**src/rtl/rng_pkg.sv**
```systemverilog
// Shared types and constants for the RNG requester: FSM states, widths, BCD helpers.
// Latency: n/a (declarations only).
// Backpressure: n/a.
package rng_pkg;

  localparam int BCD_W     = 4;
  localparam int VALUE_W   = 14;
  localparam int VALUE_MAX = 9999;

  typedef enum logic [2:0] {
    ST_IDLE = 3'd0,
    ST_REQ  = 3'd1,
    ST_WAIT = 3'd2,
    ST_CONV = 3'd3,
    ST_DONE = 3'd4
  } state_e;

  // One Horner step of BCD-to-binary: acc*10 + digit, fits in VALUE_W for valid BCD.
  function automatic logic [VALUE_W-1:0] mac10(input logic [VALUE_W-1:0] acc,
                                               input logic [BCD_W-1:0]   digit);
    return (acc * VALUE_W'(10)) + VALUE_W'(digit);
  endfunction

  function automatic logic bcd_bad(input logic [BCD_W-1:0] digit);
    return digit > BCD_W'(9);
  endfunction

endpackage

```
**src/rtl/rng_requester_if.sv**
```systemverilog
// Generator-side bus of the RNG requester: BCD digits in, request pulse and result out.
// Latency: n/a (wiring only).
// Backpressure: none; request is a fire-and-forget pulse, digits sampled at a fixed delay.
interface rng_requester_if;
  import rng_pkg::*;

  logic [BCD_W-1:0]   D1000;
  logic [BCD_W-1:0]   D100;
  logic [BCD_W-1:0]   D10;
  logic [BCD_W-1:0]   D1;
  logic               fetch_request;
  logic [VALUE_W-1:0] value;
  logic               value_valid;
  logic               bcd_error;
  logic               busy;

  modport master (
    input  D1000, D100, D10, D1,
    output fetch_request, value, value_valid, bcd_error, busy
  );

  modport slave (
    output D1000, D100, D10, D1,
    input  fetch_request, value, value_valid, bcd_error, busy
  );

endinterface

```
**src/rtl/btn_debounce.sv**
```systemverilog
// Button conditioner: 2-flop sync, optional debounce (RNG_REQ_DEBOUNCE_EN), rising-edge trigger.
// Latency: 2 sync cycles (+DEBOUNCE_CYCLES when debounce is enabled) to the trigger pulse.
// Backpressure: none; trigger is a one-cycle pulse, consumer drops it if not ready.
module btn_debounce #(
  parameter int DEBOUNCE_CYCLES = 16
) (
  input  logic clk,
  input  logic rst,
  input  logic btn_in,
  output logic trigger
);

  logic       sync1, sync2;
  logic       filt, filt_q;
  logic       armed;
  logic [1:0] vld;

  // Two-flop synchronizer for the asynchronous button.
  always_ff @(posedge clk) begin
    if (rst) begin
      sync1 <= 1'b0;
      sync2 <= 1'b0;
    end else begin
      sync1 <= btn_in;
      sync2 <= sync1;
    end
  end

  // Marks when sync2 reflects the real pin rather than reset zeros.
  always_ff @(posedge clk) begin
    if (rst) vld <= 2'b00;
    else     vld <= {vld[0], 1'b1};
  end

  // Arm only after the button has been seen released, so a press held through reset is ignored.
  always_ff @(posedge clk) begin
    if (rst)                     armed <= 1'b0;
    else if (vld[1] && !sync2)   armed <= 1'b1;
  end

`ifdef RNG_REQ_DEBOUNCE_EN
  localparam int CNT_W = (DEBOUNCE_CYCLES > 1) ? $clog2(DEBOUNCE_CYCLES) : 1;
  logic [CNT_W-1:0] cnt;

  // Flip the filtered level after DEBOUNCE_CYCLES consecutive mismatching samples.
  always_ff @(posedge clk) begin
    if (rst) begin
      filt <= 1'b0;
      cnt  <= '0;
    end else if (sync2 == filt) begin
      cnt  <= '0;
    end else if (cnt == CNT_W'(DEBOUNCE_CYCLES - 1)) begin
      filt <= sync2;
      cnt  <= '0;
    end else begin
      cnt  <= cnt + 1'b1;
    end
  end
`else
  assign filt = sync2;
`endif

  // Previous filtered level for edge detection.
  always_ff @(posedge clk) begin
    if (rst) filt_q <= 1'b0;
    else     filt_q <= filt;
  end

  assign trigger = filt & ~filt_q & armed;

endmodule

```
**src/rtl/rng_requester.sv**
```systemverilog
// Requests a 4-digit BCD number on a button press and converts it to binary (debounce: RNG_REQ_DEBOUNCE_EN).
// Latency: fetch_request 1 cycle after trigger; value_valid / bcd_error at F+CAPTURE_DELAY+5 / +1.
// Backpressure: none; triggers arriving while busy are dropped, never queued.
module rng_requester
  import rng_pkg::*;
#(
  parameter int DEBOUNCE_CYCLES = 16,
  parameter int CAPTURE_DELAY   = 2
) (
  input  logic            clk,
  input  logic            rst,
  input  logic            btn_in,
  rng_requester_if.master bus
);

  state_e                  state;
  logic [3:0]              cnt;
  logic [3:0][BCD_W-1:0]   dig;
  logic [VALUE_W-1:0]      acc;
  logic [VALUE_W-1:0]      acc_next;
  logic                    trigger;
  logic                    any_bad;

  btn_debounce #(.DEBOUNCE_CYCLES(DEBOUNCE_CYCLES)) u_btn (
    .clk     (clk),
    .rst     (rst),
    .btn_in  (btn_in),
    .trigger (trigger)
  );

  assign any_bad  = bcd_bad(bus.D1000) | bcd_bad(bus.D100) | bcd_bad(bus.D10) | bcd_bad(bus.D1);
  assign acc_next = mac10(acc, dig[cnt[1:0]]);

  // Request / wait / capture / convert sequencer; digits are only looked at on the capture edge.
  always_ff @(posedge clk) begin
    if (rst) begin
      state           <= ST_IDLE;
      cnt             <= '0;
      dig             <= '0;
      acc             <= '0;
      bus.value       <= '0;
      bus.value_valid <= 1'b0;
      bus.bcd_error   <= 1'b0;
    end else begin
      bus.value_valid <= 1'b0;
      bus.bcd_error   <= 1'b0;
      case (state)
        ST_IDLE: if (trigger) state <= ST_REQ;
        ST_REQ: begin
          cnt   <= '0;
          state <= ST_WAIT;
        end
        ST_WAIT: begin
          if (cnt == 4'(CAPTURE_DELAY - 1)) begin
            dig <= {bus.D1, bus.D10, bus.D100, bus.D1000};
            acc <= '0;
            cnt <= '0;
            if (any_bad) begin
              bus.bcd_error <= 1'b1;
              state         <= ST_DONE;
            end else begin
              state         <= ST_CONV;
            end
          end else begin
            cnt <= cnt + 4'd1;
          end
        end
        ST_CONV: begin
          acc <= acc_next;
          if (cnt == 4'd3) begin
            bus.value       <= acc_next;
            bus.value_valid <= 1'b1;
            state           <= ST_DONE;
          end else begin
            cnt <= cnt + 4'd1;
          end
        end
        ST_DONE: state <= ST_IDLE;
        default: state <= ST_IDLE;
      endcase
    end
  end

  assign bus.fetch_request = (state == ST_REQ);
  assign bus.busy          = (state != ST_IDLE);

endmodule

```
**src/flat_wrapper.sv**
```systemverilog
// flat-port wrapper written by rule: the top's interface ports become plain ports
module rng_requester_flat import rng_pkg::*;
#(
  parameter int DEBOUNCE_CYCLES = 16,
  parameter int CAPTURE_DELAY   = 2
)
  (clk, rst, btn_in, bus_D1000, bus_D100, bus_D10, bus_D1, bus_fetch_request, bus_value, bus_value_valid, bus_bcd_error, bus_busy);
  rng_requester_if bus_i ();
  input  logic clk;
  input  logic rst;
  input  logic btn_in;
  input wire logic [$bits(bus_i.D1000)-1:0] bus_D1000;
  input wire logic [$bits(bus_i.D100)-1:0] bus_D100;
  input wire logic [$bits(bus_i.D10)-1:0] bus_D10;
  input wire logic [$bits(bus_i.D1)-1:0] bus_D1;
  output wire logic [$bits(bus_i.fetch_request)-1:0] bus_fetch_request;
  output wire logic [$bits(bus_i.value)-1:0] bus_value;
  output wire logic [$bits(bus_i.value_valid)-1:0] bus_value_valid;
  output wire logic [$bits(bus_i.bcd_error)-1:0] bus_bcd_error;
  output wire logic [$bits(bus_i.busy)-1:0] bus_busy;
  assign bus_i.D1000 = bus_D1000;
  assign bus_i.D100 = bus_D100;
  assign bus_i.D10 = bus_D10;
  assign bus_i.D1 = bus_D1;
  assign bus_fetch_request = bus_i.fetch_request;
  assign bus_value = bus_i.value;
  assign bus_value_valid = bus_i.value_valid;
  assign bus_bcd_error = bus_i.bcd_error;
  assign bus_busy = bus_i.busy;
  rng_requester #(.DEBOUNCE_CYCLES(DEBOUNCE_CYCLES), .CAPTURE_DELAY(CAPTURE_DELAY)) u_core (.clk(clk), .rst(rst), .btn_in(btn_in), .bus(bus_i));
endmodule
```
**config.mk**
```make
export PLATFORM = sky130hd
export DESIGN_NAME = rng_requester_flat
export DESIGN_NICKNAME = d
export VERILOG_FILES = /design/src/rtl/rng_pkg.sv /design/src/rtl/rng_requester_if.sv /design/src/rtl/btn_debounce.sv /design/src/rtl/rng_requester.sv /design/src/flat_wrapper.sv
export SDC_FILE = /design/constraint.sdc
export NUM_CORES = 1
export LEC_CHECK = 0
export CAP_MARGIN = 20
export CELL_PAD_IN_SITES_DETAIL_PLACEMENT = 0
export CELL_PAD_IN_SITES_GLOBAL_PLACEMENT = 1
export CORE_UTILIZATION = 30
export DETAILED_ROUTE_END_ITERATION = 12
export HOLD_SLACK_MARGIN = 0.12
export PLACE_DENSITY_LB_ADDON = 0.15
export SYNTH_ARGS = -nofsm -noshare
export SYNTH_HDL_FRONTEND = slang
export SYNTH_SLANG_ARGS = --single-unit
export TNS_END_PERCENT = 10
```
**constraint.sdc**
```tcl
create_clock -name clk -period 3.06 [get_ports clk]
set_input_delay 0.612 -clock clk [delete_from_list [all_inputs] [get_ports clk]]
set_output_delay 0.612 -clock clk [all_outputs]
set_load 0.01 [all_outputs]
```
==> metrics.txt <==
CP Capture Type=flop; async set or reset register ratio after synthesis=0%; pin count of the biggest net entering global routing=32; status=finished, final reports clean; vias in the first global route=2650; Distinct cells, synth=47; Initial Util=between 30% and 40%; Port Buffer Count=36; Post-synth top flop=dfxtp_1; Avg Inst Size Synth=roughly 8.5 um2; max_slew headroom=43.4%; via/cell ratio=4.88; Tmin final=about 3.0 ns; TritonCTS Buffers=9; HPWL Detailed=between 5000 and 6000 um; Synth Register Bits=58; clock root buffer master=clkbuf_8; Mapped Area=3110 um2; Max Cap Viol=0; drt pass-1 iters=4; post-cts hold buffer count=0; DR vias=2674; antenna violations before repair=0; final wirelength=7890 um; GRT Util Overall=between 10% and 20%; Crit Path Class=flop to flop; RSZ-0062 raised after global routing=false; startpoint types=flop; pre-CTS WS=0.0217 ns; drt drc=0; routed len/inst=around 14 um; Leak=around 1.5 nW; Fillers=roughly 1100; sequential area share after synthesis=37.3%; top cells by area, synth=dfxtp_1 37%, ha_1 9.6%, nand2_1 7.0%; Overflow after GRT=0; area delta synth->final=25.2%; Peak VDD IR=about 0.00016 V; fin nets=around 460; Ports=37; Clock Latency Late Sink=0.34 ns; Cell Area, Placed=3660 um2; Initial DRC Count=104; share of cells above drive strength 1=between 10% and 20%; antenna-violating nets left=0; setup TNS=0 ns; cell count after synthesis=368; clock-pin slew on the worst setup and hold paths=0.08 ns; max frequency=0.338 GHz; HP Class=flop to flop; H-Tree Depth=3; crit path DAT=3.19 ns; Worst-Margin Slew=between 0.8 and 0.9 ns; CTS tree=built; final setup margin=about 0.11 ns; Core ar.=9910 um2; final setup violating endpoints=0; Slew Limit Fails=0; design area=3900 um2; Post-Route Skew=~0.011 ns; n_diodes=0; largest fanout on the critical path=3; Pwr Density=411 nW/um2; Horiz. Die Dim=a little over 100 um; Finished Layout Cells=548; WP data required=3.29 ns; Final period util=96.5%; post-synth top area share=37.3%; area leader, netlist=dfxtp_1; die footprint=10800 um2; post-synth net total=413; # placed instances=roughly 530; clock sink count=58; first-pass GRT wire length=13300 um; Core Rows=36; GP Congestion=0.799; Longest Clk Path Bufs=2; Ys Warns=0; final hold violations=0; Fin Hold WS=0.443 ns; Post-synth EDFFs=0; Die Height=between 100 and 150 um; top cell types by occurrence after synthesis=58 x dfxtp_1, 58 x nand2_1, 38 x a21oi_1, 37 x nor2_1, 24 x ha_1
path summary, 6_finish.rpt:
path	from	cells past startpoint	end	slack, ns
worst max-delay path	u_core.acc[3]	10	u_core.bus.value[13]	0.11
worst min-delay path	u_core.u_btn.sync1	1	u_core.u_btn.filt	0.44
worst max register to register	u_core.acc[3]	10	u_core.bus.value[13]	0.11
worst min register to register	u_core.u_btn.sync1	1	u_core.u_btn.filt	0.44
cells by family after synthesis:
| logic type | synth area share, % |
|---|---|
| simple gates | 24.1 |
| compound gates | 16.3 |
| flops | 37.3 |
| buf+inv | 3.17 |
| fa+ha+maj | 10.9 |
| xor+xnor | 3.94 |
| mux | 4.22 |
critical path: stages, from the launching register on:
cell and delay [ns]:
dfxtp_2 0.33, ha_1 0.27, ha_1 0.23, fa_2 0.36
a21o_4 0.25, a2111oi_4 0.34, nand4b_4 0.20, nand4_2 0.11
or4_4 0.55, nor2_1 0.15, a211oi_2 0.06
final cells by class:
cell class / count / area, um2 / area share, %
sequential: 58 / 1160 / 29.8
multi-input combinational: 284 / 1870 / 47.8
clock buffer: 9 / 124 / 3.18
inverter: 7 / 26.3 / 0.674
timing repair buffer: 50 / 460 / 11.8
tap: 133 / 166 / 4.27
clock inverter: 7 / 93.8 / 2.41
where the power goes:
part,internal [mW],switching [mW]
clock,0.456,0.330
combinational,0.0282,0.0266
sequential,0.759,0.00253
metrics by stage:
stage / utilization (%) / total power [mW]
after floorplan: - / 0.800
after global placement: 36.9 / 0.835
after detailed placement: 36.9 / 0.835
after CTS: 39.1 / 1.63
after global routing: 39.3 / 1.67
final: 39.3 / 1.60
metal layers:
layer	share of wire (%)	up-vias	GRT usage, %
met5	0	-	0
met4	1.3	0	5.51
met3	2.3	9	3.32
met2	46	27	25.6
met1	50	1249	20.4
li1	-	1389	-
cells in the final DEF (no fill, tap or decap), types with 4 or more instances in the layout:
cell             netlist  final
nor3_1                 5      5
a21o_1                 5      5
nand4_1                7      7
mux4_2                 4      4
buf_4                  0     14
dfxtp_1               58     57
and3_1                 5      5
clkdlybuf4s50_1        0     35
ha_1                  24     24
a21oi_1               38     38
a211oi_1               7      7
or3_1                  4      4
inv_1                  7      7
a31oi_1                5      5
nor2b_1                7      7
xor2_1                 6      6
nor2_1                37     37
clkbuf_8               0      9
nand2_1               58     58
nand3_1               20     20
xnor2_1                8      8
o21ai_0                8      8
repair_timing:
item                                   4_1_cts  5_1_grt
resized for setup                            0        3
setup endpoints to repair                    0        1
endpoints found under the hold margin        0        0
buffers inserted                             0        1
sequential cells by signal, summed over array words and instances, names as in the netlist:
| register | count |
|---|---|
| u_core.acc | 13 |
| u_core.state | 3 |
| u_core.u_btn.filt | 1 |
| u_core.u_btn.sync1 | 1 |
| u_core.u_btn.vld | 2 |
| u_core.u_btn.armed | 1 |
| u_core.bus.value | 14 |
| u_core.bus.value_valid | 1 |
| u_core.dig | 16 |
| u_core.bus.bcd_error | 1 |
| u_core.cnt | 4 |
| u_core.u_btn.filt_q | 1 |
Note: power is estimated with default switching activity, not from simulation.
